[config.mk]
export PLATFORM = sky130hd
export DESIGN_NAME = imem_loader
export DESIGN_NICKNAME = d
export VERILOG_FILES = /design/src/rtl/imem_loader.sv
export SDC_FILE = /design/constraint.sdc
export NUM_CORES = 1
export LEC_CHECK = 0
export CORE_MARGIN = 2
export CORE_UTILIZATION = 30
export DETAILED_ROUTE_END_ITERATION = 10
export SLEW_MARGIN = 20
export SYNTH_ARGS = -nofsm -noshare
export SYNTH_HDL_FRONTEND = slang
export SYNTH_SLANG_ARGS = --single-unit
[constraint.sdc]
create_clock -name clock -period 4.7 [get_ports clock]
set_input_delay 0.705 -clock clock [delete_from_list [all_inputs] [get_ports clock]]
set_output_delay 0.705 -clock clock [all_outputs]
set_load 0.01 [all_outputs]
[src/rtl/imem_loader.sv]
`default_nettype none
// ============================================================================
// Module   : imem_loader
// Purpose  : Packs a valid/ready byte stream into little-endian 32-bit words and
//            writes each word into imemory, starting at BASE_ADDR.
// Options  : define LOADER_CHECKSUM_EN to add a running word-sum output (checksum).
// Revision : 1.0
// ============================================================================
module imem_loader #(
    parameter logic [31:0] BASE_ADDR = 32'h0100_0000,
    parameter int          NUM_WORDS = 1024,
    parameter int          CNT_W     = 16
) (
    input  logic             clock,
    input  logic             reset,
    input  logic             start,
    input  logic             byte_valid,
    input  logic [7:0]       byte_data,
    output logic             byte_ready,
    output logic [31:0]      mem_address,
    output logic [31:0]      mem_data_in,
    output logic             mem_read_write,
    output logic             busy,
    output logic             done,
    output logic [CNT_W-1:0] words_written
`ifdef LOADER_CHECKSUM_EN
    ,
    output logic [31:0]      checksum
`endif
);

    typedef enum logic [1:0] {
        S_IDLE    = 2'd0,
        S_COLLECT = 2'd1,
        S_WRITE   = 2'd2,
        S_DONE    = 2'd3
    } state_t;

    localparam logic [CNT_W-1:0] c_last_word = CNT_W'(NUM_WORDS - 1);
    localparam logic [CNT_W-1:0] c_one       = {{(CNT_W-1){1'b0}}, 1'b1};

    state_t           r_state;
    logic [1:0]       r_byte_idx;
    logic             r_byte_ready;
    logic [31:0]      r_address;
    logic [31:0]      r_data;
    logic             r_write;
    logic             r_busy;
    logic             r_done;
    logic [CNT_W-1:0] r_count;
`ifdef LOADER_CHECKSUM_EN
    logic [31:0]      r_checksum;
`endif

    always_ff @(posedge clock) begin
        if (!reset) begin
            r_state      <= S_IDLE;
            r_byte_idx   <= 2'd0;
            r_byte_ready <= 1'b0;
            r_address    <= BASE_ADDR;
            r_data       <= 32'd0;
            r_write      <= 1'b0;
            r_busy       <= 1'b0;
            r_done       <= 1'b0;
            r_count      <= '0;
`ifdef LOADER_CHECKSUM_EN
            r_checksum   <= 32'd0;
`endif
        end else begin
            case (r_state)
                S_IDLE, S_DONE: begin
                    if (start) begin
                        r_state      <= S_COLLECT;
                        r_byte_ready <= 1'b1;
                        r_busy       <= 1'b1;
                        r_done       <= 1'b0;
                        r_address    <= BASE_ADDR;
                        r_count      <= '0;
                        r_byte_idx   <= 2'd0;
`ifdef LOADER_CHECKSUM_EN
                        r_checksum   <= 32'd0;
`endif
                    end
                end
                S_COLLECT: begin
                    // Bytes land directly in the write-data register; all four lanes
                    // are overwritten before the write cycle exposes them.
                    if (byte_valid && r_byte_ready) begin
                        r_data[{r_byte_idx, 3'b000} +: 8] <= byte_data;
                        r_byte_idx <= r_byte_idx + 2'd1;
                        if (r_byte_idx == 2'd3) begin
                            r_state      <= S_WRITE;
                            r_byte_ready <= 1'b0;
                            r_write      <= 1'b1;
                        end
                    end
                end
                S_WRITE: begin
                    r_write    <= 1'b0;
                    r_address  <= r_address + 32'd4;
                    r_count    <= r_count + c_one;
                    r_byte_idx <= 2'd0;
`ifdef LOADER_CHECKSUM_EN
                    r_checksum <= r_checksum + r_data;
`endif
                    if (r_count == c_last_word) begin
                        r_state <= S_DONE;
                        r_busy  <= 1'b0;
                        r_done  <= 1'b1;
                    end else begin
                        r_state      <= S_COLLECT;
                        r_byte_ready <= 1'b1;
                    end
                end
                default: r_state <= S_IDLE;
            endcase
        end
    end

    assign byte_ready     = r_byte_ready;
    assign mem_address    = r_address;
    assign mem_data_in    = r_data;
    assign mem_read_write = r_write;
    assign busy           = r_busy;
    assign done           = r_done;
    assign words_written  = r_count;
`ifdef LOADER_CHECKSUM_EN
    assign checksum       = r_checksum;
`endif

endmodule
`default_nettype wire

==> summary.txt, run 1 <==
Status: finished, final reports clean
Final setup vio count: 0
Worst Setup SP: start
Avg Inst Size Synth: 8.358 sq um
Final setup margin: 1.858 ns
Post-Place Setup Slack: 1.552 ns
Post-route cell area: 5134 sq um
Fin crit period: 2.842 ns
Final-stage net count: 559
GP Congestion: 0.7641
Seq/Total Area, Yosys: 0.4547
Die Width: 116.3 um
Slew @ Worst Pin: 0.8927 ns
Worst hold start: mem_data_in[1]
Hold Violations, Final: 0
Slew Limit Fails: 0
Routed Antenna Nets: 0
DR pass1 iterations: 5
Tcrit/Tclk final: 0.6047
Post-CTS Hold Fix Bufs: 0
Flop2flop setup slack: 1.90 ns
Area leader, netlist: dfxtp_1
Power, Total: 1.625 mW
Synthesized flop and latch total: 86
Async SR Flop Fraction: 0
Worst r2r path cells: 7
Die area: 13,540 sq um
Root buf cell: clkbuf_16
Non-Filler Instances: 714
Reg2Reg Launch Point: r_state[0]
Kind of launch point of the worst setup path: input port
Worst EP arrival: 3.10 ns
Crit Path Category: in -> reg
Reg-to-Reg End: mem_address[23]
Clock sinks: 86
Clock Latency Late Sink: 0.33 ns
Cell Area, Placed: 4865 sq um
Die height: 116.3 um
Synthesized instance count: 453
H-Tree Depth: 3
Via-to-Cell Ratio: 5.015
Power Density: 316.5 nW/um^2
Leakage power: 1.573 nW
Commonest non-fill, non-tap cell in the layout: clkdlybuf4s50_1
Delay-heaviest family, CP: simple AND/OR/NAND/NOR gates
Synth Flop Type: dfxtp_1
Via count: 3,581
Post-Syn Area: 3786 sq um
Fillers: 1,286
Crit end category: flip-flop
Number of antenna violations at the first check in global routing: 0
FMAX: 351.8 MHz
Number of DRC markers in iteration 0: 266
Worst rel slew slack: 0.4036
Reg clk slew, reported paths: 0.06 ns
Initial core utilization: 0.3037
Synth top area cells: dfxtp_1 45%, a21oi_1 7.7%, nand3_1 6.5%
Most frequent cells in the layout: 93 x clkdlybuf4s50_1, 86 x dfxtp_1, 58 x a21oi_1
CTS tree: yes
RSZ-0062 raised after global routing: false
Critical path buffers and inverters: 2
Worst Hold Margin: 0.4516 ns
Setup TNS: 0 ns
Worst hold path type: reg -> reg
DP HPWL: 7.111 mm
Yosys top cell area share: 0.4547
CP cell instances: clkdlybuf4s50_1 -> mux2i_1 -> buf_4 -> or4b_1 -> or4_1 -> a21oi_1
CP Max Fanout: 20
Placed Cells: 698
Share of layout cells above drive strength 1: 0.03506
Final Util: 0.4118
Yosys warns: 0
Worst-case clock buffer depth: 2
Vias in the first global route: 3,425
GRT overflow: 0
ANT cells: 0
Post-route clock skew: 0.003547 ns
Wirelength per Cell: 14.30 um
Largest net degree at the start of global routing: 42
Ports: 96
Worst endpoint required time: 4.96 ns
# resized after CTS: 0
Post-synth EDFFs: 0
Max VDD drop: 0.1449 mV
Max-capacitance violation count: 0
Area grow syn2layout: 35.59%
TritonCTS buffer count: 9
# port buffers: 93
Sink of the worst hold path: mem_data_in[1]
First-pass GRT wire length: 16.65 mm
# Post-CTS Setup Buffers: 0
Core Box Area: 12,470 sq um
WHS Path Cells: 2
Crit path max-delay cell type: or4b_1
Row count: 41
DRC Markers: 0
Total track usage: 0.1539
Synth unique cells: 38
CP peak stage delay: 0.84 ns
Post-Route WL: 10.21 mm
## worst max path at each step
stage                       to  slack, ns  cells after the start
6_report       mem_address[23]       1.86                      6
3_3_place_gp   mem_address[25]       1.58                      6
3_5_place_dp   mem_address[23]       1.55                      6
4_1_cts        mem_address[23]       1.89                      6
2_1_floorplan  mem_address[26]       2.39                      8
5_1_grt        mem_address[25]       1.71                      6
## synth_stat cells (2+ instances only)
library cell,n
inv_1,10
or4b_1,2
dfxtp_1,86
o21a_1,3
clkbuf_1,22
ha_1,10
nand3_1,49
nor4b_1,2
a32oi_1,2
or4_1,11
nor4_1,6
nor3_1,4
nor3b_1,4
a211oi_1,2
xnor2_1,12
or3_1,14
nand2_1,55
nor2_1,25
o31ai_1,11
mux2i_1,3
xor2_1,6
nor2b_1,2
and2_1,9
nand4_1,14
a21oi_1,58
o21ai_0,14
buf_4,2
and4_1,5
## tightest hold or removal path, cell delays in order (launching register included)
cell     delay [ns]
dfxtp_1        0.31
nand2_1        0.05
a21oi_1        0.05
## kinds of logic (layout without fill, tap and decap cells)
logic type               count (synthesis)  count (layout)  synth area share
XOR/XNOR                                18              18           0.04164
buffers and inverters                   34             122           0.03569
other                                    1               2         0.0009905
adder cells (fa/ha/maj)                 10              10           0.03305
multiplexers                             4               4           0.01091
flip-flops                              86              86            0.4547
AND/OR/NAND/NOR                        206             206            0.2832
AO/OA/AOI/OAI                           94              94            0.1398
## routing by layer
| metal | up-vias | share of wire | GRT usage |
|---|---|---|---|
| met5 | - | 0 | 0 |
| met4 | 0 | 0.0056 | 0.05000 |
| met3 | 4 | 0.060 | 0.04307 |
| met2 | 97 | 0.46 | 0.2399 |
| met1 | 1684 | 0.47 | 0.2063 |
| li1 | 1796 | - | - |
## where the power goes
| part | switching [mW] | internal [mW] |
|---|---|---|
| Combinational | 0.126 | 0.0819 |
| Sequential | 0.0176 | 0.749 |
| Clock | 0.281 | 0.370 |
| Total | 0.424 | 1.20 |
## cell type report
type                            instances  area (sq um)  area share
Clock buffer                           12         246.5     0.04801
Clock inverter                          4         22.52    0.004387
Inverter                               10         37.54    0.007312
Multi-Input combinational cell        334          1937      0.3773
Sequential cell                        86          1722      0.3354
Tap cell                              172         215.2     0.04192
Timing Repair Buffer                   96         953.4      0.1857
## registers in the layout, summed over array words and instances (netlist names)
register,flops
mem_data_in,32
mem_address,30
words_written,16
r_byte_idx,2
r_state,2
busy,1
byte_ready,1
done,1
mem_read_write,1
Power figures use the tool's default switching activity.
==> run 2: changes to the inputs <==
==> constraint.sdc (replaced) <==
create_clock -name clock -period 2.8 [get_ports clock]
set_input_delay 0.42 -clock clock [delete_from_list [all_inputs] [get_ports clock]]
set_output_delay 0.42 -clock clock [all_outputs]
set_load 0.01 [all_outputs]
==> run 2 against run 1 <==
Effect of this change:
- clock power up 77%
- global-route usage up 0.062 points
- hold slack worse by 0.0020 ns
- via count up 1.7%
- die area unchanged
- critical endpoint is now mem_address[28]
- largest cell class unchanged
==> summary.txt, run 2 (same netlist as run 1, synthesis figures left out) <==
Worst hold path type: reg -> reg (unchanged)
Max reg flops: 32 (unchanged)
Routed Antenna Nets: 0 (unchanged)
Hold Violations, Final: 0 (unchanged)
Slew @ Worst Pin: 0.7824 ns (was 0.8927 ns)
Reg clk slew, reported paths: 0.06 ns (about the same)
Power, Total: 2.798 mW (was 1.625 mW)
Initial core utilization: 0.3037 (unchanged)
Post-route cell area: 5192 sq um (was 5134 sq um)
Final Util: 0.4165 (was 0.4118)
Crit end category: flip-flop (unchanged)
CP Max Fanout: 17 (was 20)
Number of antenna violations at the first check in global routing: 0 (unchanged)
Post-Route WL: 10.32 mm (was 10.21 mm)
Clock Latency Late Sink: 0.34 ns (was 0.33 ns)
DRC Markers: 0 (unchanged)
Wirelength per Cell: 14.40 um (was 14.30 um)
Cell Area, Placed: 4915 sq um (was 4865 sq um)
DP HPWL: 7.273 mm (was 7.111 mm)
Final setup margin: 0.2258 ns (was 1.858 ns)
Row count: 41 (unchanged)
# Post-CTS Setup Buffers: 0 (unchanged)
Final setup vio count: 0 (unchanged)
Die height: 116.3 um (unchanged)
Area grow syn2layout: 37.14% (was 35.59%)
Worst-case clock buffer depth: 2 (unchanged)
RSZ-0062 raised after global routing: false (unchanged)
GRT overflow: 0 (unchanged)
FMAX: 388.5 MHz
First-pass GRT wire length: 16.62 mm (was 16.65 mm)
ANT cells: 0 (unchanged)
Max VDD drop: 0.2832 mV (was 0.1449 mV)
CTS tree: yes (unchanged)
Setup TNS: 0 ns (unchanged)
Final-stage net count: 564 (was 559)
Core Box Area: 12,470 sq um (unchanged)
Slew Limit Fails: 0 (unchanged)
Kind of launch point of the worst setup path: flip-flop (was input port)
Status: finished, final reports clean (unchanged)
Ports: 96 (unchanged)
Via count: 3,643 (was 3,581)
# resized after CTS: 0 (unchanged)
Via-to-Cell Ratio: 5.081 (was 5.015)
GP Congestion: 0.7690 (was 0.7641)
Leakage power: 1.607 nW (was 1.573 nW)
Die area: 13,540 sq um (unchanged)
Worst EP arrival: 2.84 ns (was 3.10 ns)
Root buf cell: clkbuf_16 (unchanged)
Share of layout cells above drive strength 1: 0.04404 (was 0.03506)
Post-Place Setup Slack: 0.06635 ns (was 1.552 ns)
Power Density: 538.9 nW/um^2 (was 316.5 nW/um^2)
Crit Path Category: reg -> reg (was in -> reg)
Fin crit period: 2.574 ns
Commonest non-fill, non-tap cell in the layout: clkdlybuf4s50_1 (unchanged)
Number of DRC markers in iteration 0: 283 (was 266)
DR pass1 iterations: 4 (was 5)
Die Width: 116.3 um (unchanged)
Most frequent cells in the layout: 93 x clkdlybuf4s50_1, 86 x dfxtp_1, 58 x a21oi_1 (unchanged)
Worst endpoint required time: 3.07 ns (was 4.96 ns)
H-Tree Depth: 3 (unchanged)
TritonCTS buffer count: 9 (unchanged)
Max-capacitance violation count: 0 (unchanged)
CP cell instances: inv_1 -> ha_1 -> mux2i_1 -> or4b_1 -> or4_1 -> a21oi_1 (was clkdlybuf4s50_1 -> mux2i_1 -> buf_4 -> or4b_1 -> or4_1 -> a21oi_1)
Post-CTS Hold Fix Bufs: 0 (unchanged)
Worst rel slew slack: 0.4744 (was 0.4036)
Clock sinks: 86 (unchanged)
Vias in the first global route: 3,331 (was 3,425)
Largest net degree at the start of global routing: 40 (was 42)
Post-route clock skew: 0.007648 ns (was 0.003547 ns)
Crit path max-delay cell type: or4b_1 (unchanged)
Tcrit/Tclk final: 0.9194
CP peak stage delay: 0.79 ns (was 0.84 ns)
# port buffers: 93 (unchanged)
Total track usage: 0.1545 (was 0.1539)
run 2: cell count changes in the layout (fill, tap and decap cells not counted):
cell       change
buf_4          +4
clkbuf_1       -2
buf_12         +1
bufinv_16      +1
clkbuf_8       -1
run 2: routing by layer:
layer | wire (um) | GRT usage | share of wire
met4 | 130 | 0.04921 | 0.013
met5 | 0 | 0 | 0
met1 | 4871 | 0.2046 | 0.47
met2 | 4720 | 0.2492 | 0.46
met3 | 602 | 0.03684 | 0.058
run 2: final cells by class:
type                            instances  area [sq um]
Sequential cell                        86          1722
Clock inverter                          5         52.55
Multi-Input combinational cell        334          1937
Timing Repair Buffer                  101          1003
Fill cell                            1262          7273
Tap cell                              172         215.2
Clock buffer                            9         225.2
Inverter                               10         37.54
run 2: path summary, 6_finish.rpt:
path	from	to	slack, ns	cells past startpoint
max	r_state[0]	mem_address[28]	0.23	6
min	mem_data_in[23]	mem_data_in[23]	0.45	2
max reg2reg	r_state[0]	mem_address[28]	0.23	6
min reg2reg	mem_data_in[23]	mem_data_in[23]	0.45	2
run 2: through the flow:
step | hold WS (ns) | instances
floorplan | 0.4761 | 454
global placement | 0.4393 | 703
detailed placement | 0.4458 | 703
CTS | 0.4522 | 717
global route | 0.4697 | 717
finish | 0.4495 | 717
run 2: critical path: cells and delay by family (launching register included):
| family | cells | cell delay (ns) |
|---|---|---|
| mux | 1 | 0.19 |
| fa+ha+maj | 1 | 0.37 |
| compound gates | 1 | 0.15 |
| flops | 1 | 0.39 |
| simple gates | 2 | 1.33 |
| buf+inv | 1 | 0.06 |
run 2: power breakdown:
group | internal, mW | total, mW | switching, mW
combinational | 0.146 | 0.359 | 0.212
clock | 0.676 | 1.15 | 0.475
sequential | 1.26 | 1.29 | 0.0312
